===== config.mk =====
export PLATFORM = sky130hd
export DESIGN_NAME = ps2_key_display
export DESIGN_NICKNAME = d
export VERILOG_FILES = /design/src/rtl/ps2_key_display.sv
export SDC_FILE = /design/constraint.sdc
export NUM_CORES = 1
export LEC_CHECK = 0
export CORE_ASPECT_RATIO = 1.75
export CORE_UTILIZATION = 25
export CTS_CLUSTER_SIZE = 12
export DETAILED_ROUTE_END_ITERATION = 8
export PLACE_DENSITY = 0.46
export SETUP_SLACK_MARGIN = 0.05
export SLEW_MARGIN = 20
export SYNTH_ARGS = -nofsm -noshare
export SYNTH_HDL_FRONTEND = slang
export SYNTH_SLANG_ARGS = --single-unit

===== constraint.sdc =====
create_clock -name clk -period 6.85 [get_ports clk]
set_clock_uncertainty 0.2 [all_clocks]
set_input_delay 0.685 -clock clk [delete_from_list [all_inputs] [get_ports clk]]
set_output_delay 0.685 -clock clk [all_outputs]
set_load 0.02 [all_outputs]

===== src/rtl/ps2_key_display.sv =====
// PS/2 keyboard front end: pops scancodes from the receiver FIFO, tracks modifiers,
// the held key and a press counter, and drives a seven-segment display.
module ps2_key_display #(
    parameter int NUM_DIGITS     = 8,
    parameter int CNT_W          = 8,
    parameter bit SEG_ACTIVE_LOW = 1'b1
) (
    input  logic                    clk,
    input  logic                    rst,
    input  logic                    ready,
    input  logic                    overflow,
    input  logic [7:0]              data,
    output logic                    nextdata_n,
    output logic                    ctrl,
    output logic                    shift,
    output logic                    alt,
    output logic                    caps,
    output logic                    key_held,
    output logic [CNT_W-1:0]        press_cnt,
    output logic [8*NUM_DIGITS-1:0] seg
);
    localparam int CNT_DIG = (CNT_W + 3) / 4;
    localparam int CNT_PAD = 4 * CNT_DIG;

    typedef enum logic {IDLE, ACK} state_t;

    state_t             state_reg;
    logic               ext_reg;
    logic               brk_reg;
    logic [7:0]         held_code_reg;
    logic               brk_eff;
    logic               new_press;
    logic [7:0]         ascii;
    logic [CNT_PAD-1:0] cnt_pad;

    // An overflow at the same edge discards any pending prefix before the byte is parsed.
    assign brk_eff   = brk_reg && !overflow;
    assign new_press = !(key_held && (data == held_code_reg));
    assign cnt_pad   = CNT_PAD'(press_cnt);

    always_ff @(posedge clk) begin
        if (rst) begin
            state_reg     <= IDLE;
            nextdata_n    <= 1'b1;
            ext_reg       <= 1'b0;
            brk_reg       <= 1'b0;
            held_code_reg <= 8'h00;
            ctrl          <= 1'b0;
            shift         <= 1'b0;
            alt           <= 1'b0;
            caps          <= 1'b0;
            key_held      <= 1'b0;
            press_cnt     <= '0;
        end else begin
            if (overflow) begin
                ext_reg <= 1'b0;
                brk_reg <= 1'b0;
            end
            case (state_reg)
                IDLE: begin
                    if (ready) begin
                        nextdata_n <= 1'b0;
                        state_reg  <= ACK;
                        if (data == 8'hF0) begin
                            brk_reg <= 1'b1;
                        end else if (data == 8'hE0) begin
                            ext_reg <= 1'b1;
                        end else begin
                            ext_reg <= 1'b0;
                            brk_reg <= 1'b0;
                            if (!brk_eff) begin
                                if (new_press) begin
                                    press_cnt     <= press_cnt + 1'b1;
                                    held_code_reg <= data;
                                    key_held      <= 1'b1;
                                    if (data == 8'h58) caps <= ~caps;
                                end
                                if (data == 8'h14) ctrl <= 1'b1;
                                if (data == 8'h12 || data == 8'h59) shift <= 1'b1;
                                if (data == 8'h11) alt <= 1'b1;
                            end else begin
                                if (data == 8'h14) ctrl <= 1'b0;
                                if (data == 8'h12 || data == 8'h59) shift <= 1'b0;
                                if (data == 8'h11) alt <= 1'b0;
                                if (data == held_code_reg) key_held <= 1'b0;
                            end
                        end
                    end
                end
                ACK: begin
                    nextdata_n <= 1'b1;
                    state_reg  <= IDLE;
                end
                default: state_reg <= IDLE;
            endcase
        end
    end

    function automatic logic [7:0] ascii_of(input logic [7:0] code, input logic upper);
        logic [7:0] ch;
        ch = 8'h00;
        case (code)
            8'h1C: ch = "a";  8'h32: ch = "b";  8'h21: ch = "c";  8'h23: ch = "d";
            8'h24: ch = "e";  8'h2B: ch = "f";  8'h34: ch = "g";  8'h33: ch = "h";
            8'h43: ch = "i";  8'h3B: ch = "j";  8'h42: ch = "k";  8'h4B: ch = "l";
            8'h3A: ch = "m";  8'h31: ch = "n";  8'h44: ch = "o";  8'h4D: ch = "p";
            8'h15: ch = "q";  8'h2D: ch = "r";  8'h1B: ch = "s";  8'h2C: ch = "t";
            8'h3C: ch = "u";  8'h2A: ch = "v";  8'h1D: ch = "w";  8'h22: ch = "x";
            8'h35: ch = "y";  8'h1A: ch = "z";
            8'h45: ch = "0";  8'h16: ch = "1";  8'h1E: ch = "2";  8'h26: ch = "3";
            8'h25: ch = "4";  8'h2E: ch = "5";  8'h36: ch = "6";  8'h3D: ch = "7";
            8'h3E: ch = "8";  8'h46: ch = "9";
            default: ch = 8'h00;
        endcase
        if (upper && ch >= 8'h61 && ch <= 8'h7A) ch = ch - 8'h20;
        return ch;
    endfunction

    assign ascii = ascii_of(held_code_reg, shift ^ caps);

    // Glyph bits are a..g in active-high form; polarity is applied last so dp stays dark.
    function automatic logic [7:0] digit_seg(input logic [3:0] nib, input logic lit);
        logic [6:0] g;
        logic [7:0] raw;
        case (nib)
            4'h0: g = 7'h3F;  4'h1: g = 7'h06;  4'h2: g = 7'h5B;  4'h3: g = 7'h4F;
            4'h4: g = 7'h66;  4'h5: g = 7'h6D;  4'h6: g = 7'h7D;  4'h7: g = 7'h07;
            4'h8: g = 7'h7F;  4'h9: g = 7'h6F;  4'hA: g = 7'h77;  4'hB: g = 7'h7C;
            4'hC: g = 7'h39;  4'hD: g = 7'h5E;  4'hE: g = 7'h79;  default: g = 7'h71;
        endcase
        raw = lit ? {1'b0, g} : 8'h00;
        return SEG_ACTIVE_LOW ? ~raw : raw;
    endfunction

    for (genvar gi = 0; gi < NUM_DIGITS; gi++) begin : g_digit
        if (gi < 2) begin : g_code
            assign seg[8*gi +: 8] = digit_seg(held_code_reg[4*gi +: 4], key_held);
        end else if (gi < 4) begin : g_ascii
            assign seg[8*gi +: 8] = digit_seg(ascii[4*(gi-2) +: 4], key_held);
        end else if (gi < 4 + CNT_DIG) begin : g_cnt
            assign seg[8*gi +: 8] = digit_seg(cnt_pad[4*(gi-4) +: 4], 1'b1);
        end else begin : g_blank
            assign seg[8*gi +: 8] = digit_seg(4'h0, 1'b0);
        end
    end

endmodule


* After elaboration in Yosys (flattened, before gate mapping)
Memory sizes are Yosys's and may differ from the RTL's. A register that Yosys moved wholly into a read port is not among the register bits.
Index checks and enable logic that the tools add are counted.
** Word-level totals
- Register bits after elaboration :: 24
- Bits in read-only memories :: 1568
- Input bits :: 12
- Memories kept :: 7
- Logic and storage cells :: 94
** Memory list
- (name not given) :: words 128, bits a word 7, rd ports 1, clocked after memory_dff 1, write ports 0, line 102 : case (code)
- (name not given) :: words 16, bits a word 7, rd ports 1, clocked after memory_dff 1, write ports 0, line 125 : case (nib)
- (name not given) :: words 16, bits a word 7, rd ports 1, clocked after memory_dff 1, write ports 0, line 125
- (name not given) :: words 16, bits a word 7, rd ports 1, clocked after memory_dff 0, write ports 0, line 125
- (name not given) :: words 16, bits a word 7, rd ports 1, clocked after memory_dff 0, write ports 0, line 125
- (name not given) :: words 16, bits a word 7, rd ports 1, clocked after memory_dff 1, write ports 0, line 125
- 1 more memories
** Operators by class
- Reduce and logical (&&, ||, !) cells :: 12
- Muxes and demuxes :: 37
- $lt $le $gt $ge :: 2
- $add $sub $neg :: 2
- Equality and inequality tests :: 11
- Bitwise operators :: 13
** Operator list (number)
- 7-bit NOT with 8-bit output :: 6
- 7-bit two-way mux :: 6
- 4-bit two-way mux :: 8
- 8-bit by 5-bit == test with 1-bit output (second input constant) :: 3
- 1-bit two-way mux :: 19
- 8-bit by 7-bit == test with 1-bit output (second input constant) :: 2
- 8-bit == test (second input constant) :: 2
- 8-bit two-way mux :: 2
- 5-bit AND reduction :: 3
- 6-bit AND reduction :: 2
- 8-bit by 1-bit adder with 8-bit output (second input constant) :: 1
- 8-bit == test :: 1
- 8-bit by 7-bit greater-or-equal comparator with 1-bit output (second input constant) :: 1
- 8-bit by 7-bit less-or-equal comparator with 1-bit output (second input constant) :: 1
- 8-bit by 6-bit subtractor with 8-bit output (second input constant) :: 1
- 7-bit AND reduction :: 1
- 1-bit NOT :: 6
- 1-bit logical AND :: 4
- 2-bit != test (second input constant) :: 2
- 1-bit one-hot mux with 2 select lines :: 2
- 2-bit by 1-bit != test with 1-bit output (second input constant) :: 1
- 1-bit logical NOT :: 1
- 1-bit logical OR :: 1
- 1-bit bitwise XOR :: 1

* Longest topological paths before layout
An unclocked memory read counts as a cell.
- Depth in word-level cells :: 8
- Mapped depth :: 16

* Worst setup path before layout
Ideal clock, no wire load.
- Path kind :: register to output
- Start :: register held_code_reg[7]
- End :: output seg[29]
- Setup slack :: 3.077 ns
- Buffers on the path :: 1
- Data arrival time :: 2.888 ns
- Cell stages (with the launch flop) :: 12
- Cell sequence :: dfxtp_1 -> clkbuf_1 -> nand2b_1 -> inv_1 -> ha_1 -> nor2b_1 -> o21ai_0 -> nand4_1 -> nor2b_1 -> inv_1 -> ha_1 -> o311ai_0
** Between the ends
- Cells in the longest elaborated chain, start to end :: 8
- Elaborated cells on any way between the ends :: 10
- Those cells by class :: 1 x add/sub; 2 x order compare; 3 x mux; 1 x bitwise; 2 x reduce/logical; 1 x memory
** RTL lines
- start, declared :: line 30 : logic [7:0] held_code_reg;
- start signal, assigned :: line 74 : held_code_reg <= data;
- 8-bit two-way mux (*) :: line 102
- 8-bit by 7-bit greater-or-equal comparator with 1-bit output :: line 115 : if (upper && ch >= 8'h61 && ch <= 8'h7A) ch = ch - 8'h20;
- 1-bit logical AND (2 in a row) :: line 115
- 8-bit two-way mux (*) :: line 115
- memory 16 x 7 bit (*)
- 7-bit two-way mux (*) :: line 131 : raw = lit ? {1'b0, g} : 8'h00;
- 7-bit NOT with 8-bit output (*) :: line 132 : return SEG_ACTIVE_LOW ? ~raw : raw;
- end, declared :: line 20 : output logic [8*NUM_DIGITS-1:0] seg
Mark *: on every way between the ends. The rest lies on a longest branch, timed or not.

* Final worst setup path
- Start :: register held_code_reg[7]
- End :: output seg[26]
Same word-level chain as after synthesis.

==> impl_summary.log <==
INFO  metric run_status = completed
INFO  metric post_synthesis_cell_count = 636
INFO  metric synth_compound_gate_area_share = 0.207
INFO  metric layout_worst_path_cycle_share = 0.734
INFO  metric clock_tree_from_tritoncts = yes
INFO  metric clk_pin_slew_worst_paths = 0.05 ns
INFO  metric wire_length_of_the_first_global_routing_pass = 23500 µm
INFO  metric critical_path.cell_chain = nand2b_1, inv_1, ha_1, nor2b_1, o21ai_0, nand4_1, nor2b_1, inv_1, ha_1, or3_1, nand2b_1, o311ai_0, clkdlybuf4s50_1
INFO  metric place_hpwl = ~11000 µm
INFO  metric clock_latency = between 0.3 and 0.4 ns
INFO  metric cp_slowest_cell = sky130_fd_sc_hd__dfxtp_1
INFO  metric finalHoldViolCount = 0
INFO  metric yosys.area_share.simple = 0.223
INFO  metric final_nets = 728
INFO  metric slew_headroom = 0.327
INFO  metric remaining_drc_errors = 0
INFO  metric postSynth.topFlopCell = sky130_fd_sc_hd__dfxtp_1
INFO  metric crit_path_end_kind = output pin
INFO  metric maxCapViolCount = 0
INFO  metric worstSetupPathType = reg2out
INFO  metric final_max_slew_viol_count = 0
INFO  metric fp.dieH = 192 µm
INFO  metric cts_max_path_buffers = 2
INFO  metric drtAntennaViolNets = 0
INFO  metric cts_sinks = 59
INFO  metric detail_route.wl_per_cell = 15.9 µm
INFO  metric number_of_top_level_pins = 90
INFO  metric cp_data_arrival_time = 4.14 ns
INFO  metric post_route_cells_drive_above_1_share = 0.0914
INFO  metric netlist.top_cell.by_area = sky130_fd_sc_hd__dfxtp_1
INFO  metric core_region_area = 0.0202 mm²
INFO  metric fin_util = 0.302
INFO  metric unrepaired_setup_endpoints_after_global_routing = no
INFO  metric grt_pass1_vias = 4588
INFO  metric netlist.area_leader.share = 0.230
INFO  metric ys_seq_elements = 59
INFO  metric final-setup-viol-count = 0
INFO  metric place_congestion = 0.929
INFO  metric max_slew.worst_pin.slew = 0.982 ns
INFO  metric post_cts_setup_repair_buffer_count = 0
INFO  metric placement.io_buffers = between 60 and 70
INFO  metric avgSynthCellArea = 8.08 µm²
INFO  metric synth.most_common_cell = sky130_fd_sc_hd__dfxtp_1
INFO  metric synth_cell_types = 84
INFO  metric drt_pass1_iterations = 5
INFO  metric post_cts_resize_count = 0
INFO  metric critical-path-max-stage-delay = 0.66 ns
INFO  metric synth-async-reset-ratio = 0
INFO  metric gr-total-overflow = 0
INFO  metric n_fill_cell = 2169
INFO  metric critPathRequiredTime = around 6.0 ns
INFO  metric hold_slack = 0.266 ns
INFO  metric root_buffer = sky130_fd_sc_hd__clkbuf_16
INFO  metric ys_top_cells_by_count = sky130_fd_sc_hd__dfxtp_1 (59), sky130_fd_sc_hd__inv_1 (51), sky130_fd_sc_hd__nand2_1 (49)
INFO  metric pwr-share-comb = 0.313
INFO  metric synthAdderAreaFrac = 0.102
INFO  metric static-leakage-power = approximately 2.5 nW
INFO  metric muxShareOfSynthArea = 0.0782
INFO  metric antenna-diode-count = 0
INFO  metric sum_of_negative_setup_slack = 0 ns
INFO  metric synth_sequential_area_ratio = 0.230
INFO  metric initialDrtViolationCount = 220
INFO  metric yosysWarnings = 0
INFO  metric p_per_area = about 200 mW/mm²
INFO  metric ir_worst_vdd = 0.116 mV
INFO  metric synth-edff-count = 0
INFO  metric wirelength = between 10000 and 15000 µm
INFO  metric hold_buffers = 0
INFO  metric floorplan.initialDensity = 0.254
INFO  metric dieArea = 0.0212 mm²
INFO  metric htree_levels = 3
INFO  metric tritoncts.num_buffers = 9
INFO  metric power.share.clock = 0.366
INFO  metric chipWidth = 110 µm
INFO  metric hold_path_class = reg2reg
INFO  metric grt_start_max_net_pins = 57
INFO  metric total_power = 1.24 mW
INFO  metric cellInternalPower = between 0.8 and 0.9 mW
INFO  metric maxClockFrequency = roughly 200 MHz
INFO  metric combinational_family_with_the_most_area_after_synthesis = simple AND/OR/NAND/NOR gates
INFO  metric start_kind = flip-flop
INFO  metric finalCriticalPeriod = 5.03 ns
INFO  metric switching_share = 0.333
INFO  metric power.net_switching = 0.411 mW
INFO  metric synth.area.top_cells = sky130_fd_sc_hd__dfxtp_1 (23%), sky130_fd_sc_hd__ha_1 (10%), sky130_fd_sc_hd__mux2i_1 (4.5%)
INFO  metric routed_via_density = 5.08
INFO  metric synthesis.area = 0.00514 mm²
INFO  metric part_of_the_total_power_dissipated_in_sequential_elements = 0.321
INFO  metric grtUsageTotal = 0.144
INFO  metric critical_path_peak_fanout = 16
INFO  metric syn2layout_area_growth = 18.9%
INFO  metric rows = 69
INFO  metric antenna_found_initial = 0
INFO  metric yosys.area_share.xor_xnor = 0.0355
INFO  metric via_count = 4702
power by group through the flow:
stage               clock (mW)  combinational, mW  sequential (mW)
finish                   0.453              0.386            0.398
CTS                      0.465              0.387            0.398
detailed placement           0              0.385            0.405
global placement             0              0.385            0.405
global route             0.479              0.425            0.401
floorplan                    0              0.287            0.395
per-stage QoR:
stage / area [µm²] / cells / setup WS (ns)
6_report: 6110 / 926 / 1.82
5_1_grt: 6110 / 926 / 1.40
4_1_cts: 6110 / 926 / 1.81
3_5_place_dp: 5810 / 911 / 2.12
3_3_place_gp: 5810 / 911 / 2.21
2_1_floorplan: 5220 / 657 / 3.08
worst paths after layout:
check,start,endpoint,slack (ns),cells after the start
setup / recovery,held_code_reg[7],seg[26],1.82,13
hold / removal,state_reg,nextdata_n,0.27,2
setup reg to reg,held_code_reg[7],flip-flop,2.86,11
hold reg to reg,state_reg,nextdata_n,0.27,2
kinds of logic after synthesis:
| logic type | after synthesis |
|---|---|
| muxes | 36 |
| buffers and inverters | 122 |
| xor gates and xnor gates | 20 |
| DFF | 59 |
| AOI/OAI and AO/OA | 147 |
| adders and majority gates | 42 |
| other | 1 |
| and+or+nand+nor | 209 |
placed cells by master, fill, tap and decap left out, types with 7 or more instances in the layout:
cell type                         count
sky130_fd_sc_hd__conb_1              22
sky130_fd_sc_hd__nor3_1               8
sky130_fd_sc_hd__mux2_2              10
sky130_fd_sc_hd__and3_1               8
sky130_fd_sc_hd__a21oi_1             27
sky130_fd_sc_hd__xnor2_1             13
sky130_fd_sc_hd__a31oi_1              8
sky130_fd_sc_hd__nand3_1             11
sky130_fd_sc_hd__nand4_1             10
sky130_fd_sc_hd__nor2_1              45
sky130_fd_sc_hd__nand2_1             49
sky130_fd_sc_hd__mux2i_1             23
sky130_fd_sc_hd__dfxtp_1             59
sky130_fd_sc_hd__o21ai_0             27
sky130_fd_sc_hd__o211ai_1            12
sky130_fd_sc_hd__o22ai_1              7
sky130_fd_sc_hd__clkdlybuf4s50_1     66
sky130_fd_sc_hd__inv_1               51
sky130_fd_sc_hd__ha_1                42
sky130_fd_sc_hd__clkbuf_16            9
sky130_fd_sc_hd__nand2b_1            10
sky130_fd_sc_hd__nor2b_1             13
worst max-delay path, delay by kind of cell (launching register included):
kind / cells / cell delay [ns]
simple gates: 6 / 1.49
compound gates: 2 / 0.23
buf+inv: 3 / 0.89
fa+ha+maj: 2 / 0.52
flops: 1 / 0.66
layer usage:
layer | global-route usage | share of wire
met5 | 0 | 0
met1 | 0.146 | 0.38
met4 | 0.0855 | 0.042
met3 | 0.0244 | 0.038
met2 | 0.267 | 0.54
cell type report:
cell class / count / area, µm² / area share
multi-input cells: 476 / 3410 / 0.557
flip-flops and latches: 59 / 1180 / 0.193
repair buffers: 73 / 711 / 0.116
well taps: 248 / 310 / 0.0508
clock buffers: 13 / 260 / 0.0426
inverters: 55 / 206 / 0.0338
clock inverters: 2 / 35.0 / 0.00573
(Power assumes the default switching activity.)
